===== src/rtl/dump_pkg.sv =====
// ---------------------------------------------------------------------------
// dump_pkg
// Shared types and default widths for the data-memory dump streamer.
//   dump_state_t : FSM encoding used by dmem_dump_streamer
//   DUMP_ADDR_W  : default data-memory address width
//   DUMP_DATA_W  : default data-memory word width
// ---------------------------------------------------------------------------
package dump_pkg;

   typedef enum logic [1:0] {
      IDLE,
      FETCH,
      SEND,
      FIN
   } dump_state_t;

   localparam int DUMP_ADDR_W = 8;
   localparam int DUMP_DATA_W = 8;

endpackage


===== src/rtl/dmem_dump_streamer.sv =====
// ---------------------------------------------------------------------------
// dmem_dump_streamer
// After the core signals completion, this block takes over the data-memory
// read port and walks the address window [START_ADDR, END_ADDR]. Each byte is
// emitted on a valid/ready stream together with its address and a last-beat
// flag. An 8-bit modular checksum of accepted bytes is kept for the host.
//
// Ports:
//   clk          in   system clock, shared with the core
//   reset        in   synchronous, active-high reset
//   done         in   core completion flag (a one-cycle pulse is enough)
//   mem_sel      out  1 = this block drives the data-memory address port
//   mem_addr     out  data-memory read address
//   mem_rd_data  in   asynchronous read data for mem_addr
//   out_valid    out  stream beat valid
//   out_ready    in   sink accepts the beat
//   out_data     out  dumped byte
//   out_addr     out  address of out_data
//   out_last     out  beat carries END_ADDR
//   checksum     out  running sum of accepted bytes (carry discarded)
//   dump_done    out  sticky completion flag
// ---------------------------------------------------------------------------
module dmem_dump_streamer
   import dump_pkg::*;
#(
   parameter int ADDR_W     = DUMP_ADDR_W,
   parameter int DATA_W     = DUMP_DATA_W,
   parameter int START_ADDR = 0,
   parameter int END_ADDR   = 255
) (
   input  logic              clk,
   input  logic              reset,
   input  logic              done,
   output logic              mem_sel,
   output logic [ADDR_W-1:0] mem_addr,
   input  logic [DATA_W-1:0] mem_rd_data,
   output logic              out_valid,
   input  logic              out_ready,
   output logic [DATA_W-1:0] out_data,
   output logic [ADDR_W-1:0] out_addr,
   output logic              out_last,
   output logic [DATA_W-1:0] checksum,
   output logic              dump_done
);

   // An inverted window would never reach END_ADDR, so refuse to build it.
   if (START_ADDR > END_ADDR) begin : g_bad_window
      $error("dmem_dump_streamer: START_ADDR must not exceed END_ADDR");
   end

   localparam logic [ADDR_W-1:0] StartA = ADDR_W'(START_ADDR);
   localparam logic [ADDR_W-1:0] EndA   = ADDR_W'(END_ADDR);

   dump_state_t       state_q;
   logic [ADDR_W-1:0] cnt_q;
   logic              mem_sel_q;
   logic [ADDR_W-1:0] mem_addr_q;
   logic              out_valid_q;
   logic [DATA_W-1:0] out_data_q;
   logic [ADDR_W-1:0] out_addr_q;
   logic              out_last_q;
   logic [DATA_W-1:0] checksum_q;
   logic              dump_done_q;

   // Single FSM process. The memory address is registered one cycle ahead of
   // the capture edge, so FETCH sees valid read data from the async memory.
   // The END comparison is made on the current address before any increment,
   // which keeps the counter from wrapping when END_ADDR is the top address.
   always_ff @(posedge clk) begin
      if (reset) begin
         state_q     <= IDLE;
         cnt_q       <= StartA;
         mem_sel_q   <= 1'b0;
         mem_addr_q  <= '0;
         out_valid_q <= 1'b0;
         out_data_q  <= '0;
         out_addr_q  <= '0;
         out_last_q  <= 1'b0;
         checksum_q  <= '0;
         dump_done_q <= 1'b0;
      end else begin
         case (state_q)
            IDLE: begin
               mem_sel_q  <= 1'b0;
               mem_addr_q <= '0;
               if (done) begin
                  state_q    <= FETCH;
                  mem_sel_q  <= 1'b1;
                  mem_addr_q <= cnt_q;
               end
            end
            FETCH: begin
               out_data_q  <= mem_rd_data;
               out_addr_q  <= cnt_q;
               out_last_q  <= (cnt_q == EndA);
               out_valid_q <= 1'b1;
               state_q     <= SEND;
            end
            SEND: begin
               if (out_valid_q && out_ready) begin
                  checksum_q  <= checksum_q + out_data_q;
                  out_valid_q <= 1'b0;
                  if (out_last_q) begin
                     state_q     <= FIN;
                     mem_sel_q   <= 1'b0;
                     mem_addr_q  <= '0;
                     out_last_q  <= 1'b0;
                     dump_done_q <= 1'b1;
                  end else begin
                     cnt_q      <= cnt_q + ADDR_W'(1);
                     mem_addr_q <= cnt_q + ADDR_W'(1);
                     state_q    <= FETCH;
                  end
               end
            end
            FIN: begin
               // Terminal until reset; done is deliberately ignored here.
               mem_sel_q   <= 1'b0;
               out_valid_q <= 1'b0;
               out_last_q  <= 1'b0;
               dump_done_q <= 1'b1;
            end
            default: state_q <= IDLE;
         endcase
      end
   end

   assign mem_sel   = mem_sel_q;
   assign mem_addr  = mem_addr_q;
   assign out_valid = out_valid_q;
   assign out_data  = out_data_q;
   assign out_addr  = out_addr_q;
   assign out_last  = out_last_q;
   assign checksum  = checksum_q;
   assign dump_done = dump_done_q;

endmodule


===== config.mk =====
export PLATFORM = sky130hd
export DESIGN_NAME = dmem_dump_streamer
export DESIGN_NICKNAME = d
export VERILOG_FILES = /design/src/rtl/dump_pkg.sv /design/src/rtl/dmem_dump_streamer.sv
export SDC_FILE = /design/constraint.sdc
export NUM_CORES = 1
export LEC_CHECK = 0
export BUFFER_PORTS_ARGS = -buffer_cell sky130_fd_sc_hd__clkbuf_2
export CORE_MARGIN = 8
export CORE_UTILIZATION = 31
export CTS_CLUSTER_SIZE = 16
export DETAILED_ROUTE_END_ITERATION = 6
export PLACE_DENSITY_LB_ADDON = 0.08
export SETUP_SLACK_MARGIN = 0.1
export SYNTH_ARGS = -nofsm -noshare
export SYNTH_HDL_FRONTEND = slang
export SYNTH_SLANG_ARGS = --single-unit

===== constraint.sdc =====
create_clock -name clk -period 2.05 [get_ports clk]
set_clock_uncertainty 0.05 [all_clocks]
set_input_delay 0.205 -clock clk [delete_from_list [all_inputs] [get_ports clk]]
set_output_delay 0.205 -clock clk [all_outputs]
set_load 0.01 [all_outputs]

==> results of run 1 <==
==> registers in the layout, summed over array words and instances (netlist names) <==
| name | count |
|---|---|
| checksum | 8 |
| cnt_q | 8 |
| mem_addr | 8 |
| out_addr | 8 |
| out_data | 8 |
| state_q | 2 |
| dump_done | 1 |
| mem_sel | 1 |
| out_last | 1 |
| out_valid | 1 |
==> metal layers <==
layer / global-route usage / part of all wire / routed length, µm / vias up
li1: - / - / - / 1030
met1: 0.168 / 0.52 / 2990 / 894
met2: 0.165 / 0.42 / 2390 / 31
met3: 0.0297 / 0.051 / 290 / 5
met4: 0.0339 / 0.0080 / 46 / 0
met5: 0 / 0 / 0 / -
==> how the worst max path moves through the flow <==
stage	from	end	slack [ns]	cells after the start
4_1_cts	out_data[2]$_SDFFE_PP0N_	checksum[7]$_SDFFE_PP0P_	0.11	6
3_3_place_gp	out_data[2]$_SDFFE_PP0N_	checksum[7]$_SDFFE_PP0P_	0.16	6
5_1_grt	out_data[4]$_SDFFE_PP0N_	checksum[7]$_SDFFE_PP0P_	0.11	6
2_1_floorplan	out_data[2]$_SDFFE_PP0N_	checksum[7]$_SDFFE_PP0P_	0.20	6
6_report	out_data[0]$_SDFFE_PP0N_	checksum[6]$_SDFFE_PP0P_	0.22	8
3_5_place_dp	out_data[2]$_SDFFE_PP0N_	checksum[7]$_SDFFE_PP0P_	0.13	6
==> placed cells by master (no fill, tap or decap), types with 2 or more instances in the layout <==
cell,n
a31oi_1,2
ha_1,12
nand3_1,5
buf_4,7
nor4_1,3
o31ai_1,2
clkbuf_8,6
nor2b_1,5
a21o_1,3
o21ai_1,5
nor3_2,3
a211oi_1,9
nor2_1,42
inv_1,9
o21a_1,2
a22oi_1,2
mux2i_1,18
a21oi_1,16
dfxtp_1,46
nand3_2,2
or3_1,3
nor3_1,5
o21ai_0,4
clkbuf_2,47
and3_1,2
nand2_1,20
xnor2_1,5
o211ai_1,3
ha_4,2
xor2_1,3
==> layout make-up <==
class | count | area [µm²]
Fill cell | 760 | 4410
Multi-Input combinational cell | 197 | 1360
Clock buffer | 6 | 82.6
Clock inverter | 2 | 12.5
Tap cell | 99 | 124
Timing Repair Buffer | 55 | 308
Sequential cell | 46 | 921
Inverter | 9 | 33.8
==> power by group <==
part	switching [mW]	leakage [nW]	total, mW	internal (mW)
Sequential	0.0461	0.374	0.994	0.948
Combinational	0.230	0.759	0.412	0.183
Clock	0.306	0.0472	0.577	0.271
==> worst reg2reg max path, stage by stage (launching register included) <==
cell and delay [ns]:
dfxtp_1 0.35, ha_1 0.19, inv_1 0.06, fa_1 0.41, nor2b_1 0.13, o21ai_1 0.11
a21boi_2 0.22, o21a_1 0.14, o211ai_1 0.09
==> stage by stage <==
stage | cell area, µm² | hold WS, ns | util
final | 2850 | 0.0951 | 0.392
after global routing | 2850 | 0.0993 | 0.392
after CTS | 2790 | 0.0858 | 0.385
after detailed placement | 2690 | 0.399 | 0.371
after global placement | 2690 | 0.389 | 0.371
after floorplan | 2320 | 0.302 | -
==> kinds of logic (layout without fill, tap and decap cells) <==
group | count (synthesis) | after routing | synth area share
mux | 19 | 19 | 0.0824
compound gates | 55 | 55 | 0.152
flops | 46 | 46 | 0.396
simple gates | 100 | 100 | 0.214
xor+xnor | 8 | 8 | 0.0302
fa+ha+maj | 15 | 15 | 0.0840
buf+inv | 22 | 72 | 0.0409
==> timing repair <==
| action | CTS | global route |
|---|---|---|
| gates resized for setup | 0 | 11 |
| setup endpoints to repair | 0 | 16 |
| setup buffers | 0 | 0 |
==> qor.yml, run 1 <==
power_and_ir_drop:
  p_total_mw: 1.98
  powerDensity_nw_per_um2: 697
  leakage_nw: 1.18
  vdd_drop_max_mv: 0.260
critical_path:
  arrival_ns: 1.96
  reg2reg_from: "out_data[0]$_SDFFE_PP0N_"
  critPathKind: "flop to flop"
  r2r-end: "checksum[6]$_SDFFE_PP0P_"
  cp-start-kind: "flop"
  crit_chain: "ha_1 -> inv_1 -> fa_1 -> nor2b_1 -> o21ai_1 -> a21boi_2 -> o21a_1 -> o211ai_1"
  worstSetupEndpointType: "flop"
  worst_path_max_delay_cell: "fa_1"
  r2r_cells: 8
  path_buf_inv: 1
  path_max_fanout: 3
  cp_slowest_stage_delay_ns: 0.41
  crit_family: "adder cells"
  required_ns: 2.18
  reg2reg_slack_ns: 0.22
logic_synthesis:
  synthesis.area_um2: 2320
  yosys-top-cells-count: "46 x dfxtp_1, 42 x nor2_1, 20 x nand2_1"
  synth_edf_count: 0
  yosys_warnings: 0
  synthArstFlopShare: 0
  syn_inst: 265
  synth-seq-cells: 46
  yosysSeqAreaShare: 0.396
  yosysMostFrequentCell: "dfxtp_1"
  synth_area_per_cell_um2: 8.77
  synth_area_leader_cell: "dfxtp_1"
  synthFlopType: "dfxtp_1"
  synth_area_leaders: "dfxtp_1 40%, mux2i_1 7.8%, ha_1 7.5%"
  yosysUniqueCellTypes: 45
  syn-num-nets: 292
  synth_top_area_share: 0.396
place:
  placed_cells: 406
  dp_hpwl_mm: 4.29
  place_ws_ns: 0.133
  portBuffers: 47
  gp_congestion: 0.771
worst_hold_path:
  holdPathEnd: "out_data[4]$_SDFFE_PP0N_"
  whs_path_depth: 3
  min_from: "mem_rd_data[4]"
  hp-class: "input port to flop"
global_routing:
  grt_usage: 0.117
  grt_pass1_vias: 1883
  grt_max_degree: 30
  grt-ovfl-total: 0
  antenna_found_initial: 0
  grt_first_pass_wirelength_mm: 9.65
drt:
  vias: 1960
  via_per_inst: 4.73
  drt-pass1-iter-count: 4
  drc: 0
  drt.antenna.violating_nets: 0
  drt_iter0_drc: 93
  wl_mm: 5.72
  routedWlPerCell_um: 13.8
timing:
  slew_viol_final: 0
  worstMarginPinSlew_ns: 0.599
  fmax_ghz: 0.547
  rsz0062_at_grt: "false"
  post-route-period-util: 0.893
  hold_viol: 0
  finalSetupViolCount: 0
  slew_headroom: 0.601
  setup-tns-final_ns: 0
  setup_slack_ns: 0.220
  fin_crit_ns: 1.83
die:
  num_rows: 31
  die_height_um: 103
  start_util: 0.320
  die_area_um2: 10500
  die_w_um: 103
  core_area_um2: 7250
  io_pins: 48
final_layout:
  final_cells: 414
  area_growth_pct: 22.5
  drive_above_1_share: 0.251
  diodes: 0
  final_nets: 341
cts:
  cts_buffers: 5
  clk_pin_slew_worst_paths_ns: 0.09
  clkLatencyLatePin_ns: 0.29
  cts_max_path_buffers: 2
  cts_root_buf: "clkbuf_8"
  cts_tree: "done"
  numClockSinks: 46
  ctsHoldBuffers: 0
  htree_levels: 2
job:
  drv_cap: 0
outcome:
  outcome: "finished, final reports clean"
Note: power is estimated with default switching activity, not from simulation.
==> inputs of run 2 (changes only) <==
--- a/config.mk
+++ b/config.mk
@@ -5,7 +5,7 @@
 export SDC_FILE = /design/constraint.sdc
 export NUM_CORES = 1
 export LEC_CHECK = 0
-export BUFFER_PORTS_ARGS = -buffer_cell sky130_fd_sc_hd__clkbuf_2
+export BUFFER_PORTS_ARGS = -buffer_cell sky130_fd_sc_hd__buf_4
 export CORE_MARGIN = 8
 export CORE_UTILIZATION = 31
 export CTS_CLUSTER_SIZE = 16
==> run 2 against run 1 <==
Largest power group unchanged. Count of clock-buffer cells in the layout fell by 1. Critical endpoint is now checksum[7]$_SDFFE_PP0P_. Critical path depth shrank 2. Setup slack got worse by 0.036 ns.
==> qor.yml, run 2 (synthesis results as in run 1) <==
final_layout:
  area_growth_pct: 27.8
  final_cell_mix: "55 x buf_4, 46 x dfxtp_1, 42 x nor2_1"
  drive_above_1_share: 0.238
  final_cell_area_um2: 2970
  final_nets: 341
  seqCellArea_um2: 921
  final_common_cell: "buf_4"
  n_fill_cell: 738
  finish.utilization: 0.409
  diodes: 0
  final_cells: 414
  multi_input_area_um2: 1340
die:
  num_rows: 31
  die_height_um: 103
  die_w_um: 103
  core_area_um2: 7250
  start_util: 0.320
  io_pins: 48
  die_area_um2: 10500
global_routing:
  grt-ovfl-total: 0
  grt_pass1_vias: 1823
  grt_max_degree: 29
  grt_usage: 0.115
  grt_first_pass_wirelength_mm: 9.45
  antenna_found_initial: 0
power_and_ir_drop:
  clkPwrFrac: 0.364
  p_total_mw: 2.25
  powerDensity_nw_per_um2: 756
  p_sw_uw: 605
  pwr-share-seq: 0.442
  vdd_drop_max_mv: 0.230
  intPower_mw: 1.64
  leakage_nw: 1.24
  combPwrFrac: 0.195
  switching_share: 0.269
timing:
  slew_headroom: 0.719
  fin_crit_ns: 1.87
  slew_viol_final: 0
  setup-tns-final_ns: 0
  worstMarginPinSlew_ns: 0.420
  rsz0062_at_grt: "true"
  fmax_ghz: 0.536
  post-route-period-util: 0.910
  finalSetupViolCount: 0
  setup_slack_ns: 0.184
  hold_viol: 0
  hold-worst-slack_ns: 0.0860
critical_path:
  critPathKind: "flop to flop"
  worstSetupEndpointType: "flop"
  arrival_ns: 2.01
  required_ns: 2.19
  cp-start-kind: "flop"
  path_max_fanout: 4
  reg2reg_slack_ns: 0.18
cts:
  clk_pin_slew_worst_paths_ns: 0.09
  ctsHoldBuffers: 0
  cts_root_buf: "clkbuf_8"
  htree_levels: 2
  cts_max_path_buffers: 2
  cts_tree: "done"
  clkLatencyLatePin_ns: 0.30
  numClockSinks: 46
  cts_buffers: 5
drt:
  route.met2.wl_mm: 2.37
  drt_iter0_drc: 85
  dr_wl_met3_um: 324
  drt-pass1-iter-count: 4
  via_per_inst: 4.68
  routedWlPerCell_um: 14.1
  drt.antenna.violating_nets: 0
  vias: 1938
  wl_mm: 5.85
  wl_met1_mm: 3.09
  highest_layer: "met4"
  drc: 0
worst_hold_path:
  hp-class: "input port to flop"
place:
  gp_congestion: 0.804
  dp_hpwl_mm: 4.28
  placed_cell_area_um2: 2800
  placed_cells: 406
  portBuffers: 47
  place_ws_ns: 0.121
job:
  drv_cap: 0
outcome:
  outcome: "finished, final reports clean"
==> run 2: final cells by class <==
class | instances | area share
Clock buffer | 5 | 0.0232
Clock inverter | 3 | 0.0232
Inverter | 9 | 0.0114
Multi-Input combinational cell | 197 | 0.451
Sequential cell | 46 | 0.310
Tap cell | 99 | 0.0417
Timing Repair Buffer | 55 | 0.139
==> run 2: timing repair <==
action / 4_1_cts / 5_1_grt
endpoints found under the setup margin: 0 / 12
resized for setup: 0 / 6
buffers inserted: 0 / 0
==> run 2: worst paths after layout <==
kind	startpoint	end	depth (start not counted)
worst min-delay path	mem_rd_data[5]	out_data[5]$_SDFFE_PP0N_	3
worst max register to register	out_data[2]$_SDFFE_PP0N_	checksum[7]$_SDFFE_PP0P_	6
worst min register to register	checksum[2]$_SDFFE_PP0P_	checksum[2]$_SDFFE_PP0P_	2
worst max-delay path	out_data[2]$_SDFFE_PP0N_	checksum[7]$_SDFFE_PP0P_	6
==> run 2: worst max-delay path, cell delays in order (launching register included) <==
cell,delay [ns]
dfxtp_1,0.33
ha_1,0.36
a21oi_2,0.24
a211oi_2,0.11
o21a_1,0.19
nor3_1,0.14
mux2_1,0.34
==> run 2: power groups by stage <==
stage	sequential, mW	combinational (mW)	clock, mW
after floorplan	1.03	0.247	0
after global placement	1.01	0.436	0
after detailed placement	1.01	0.436	0
after CTS	0.992	0.437	0.850
after global routing	1.00	0.486	0.895
final	0.991	0.437	0.816
==> run 2: routing by layer <==
metal	GRT usage	vias up
met1	0.165	871
met5	0	-
met4	0.0372	0
li1	-	1025
met2	0.161	35
met3	0.0304	7
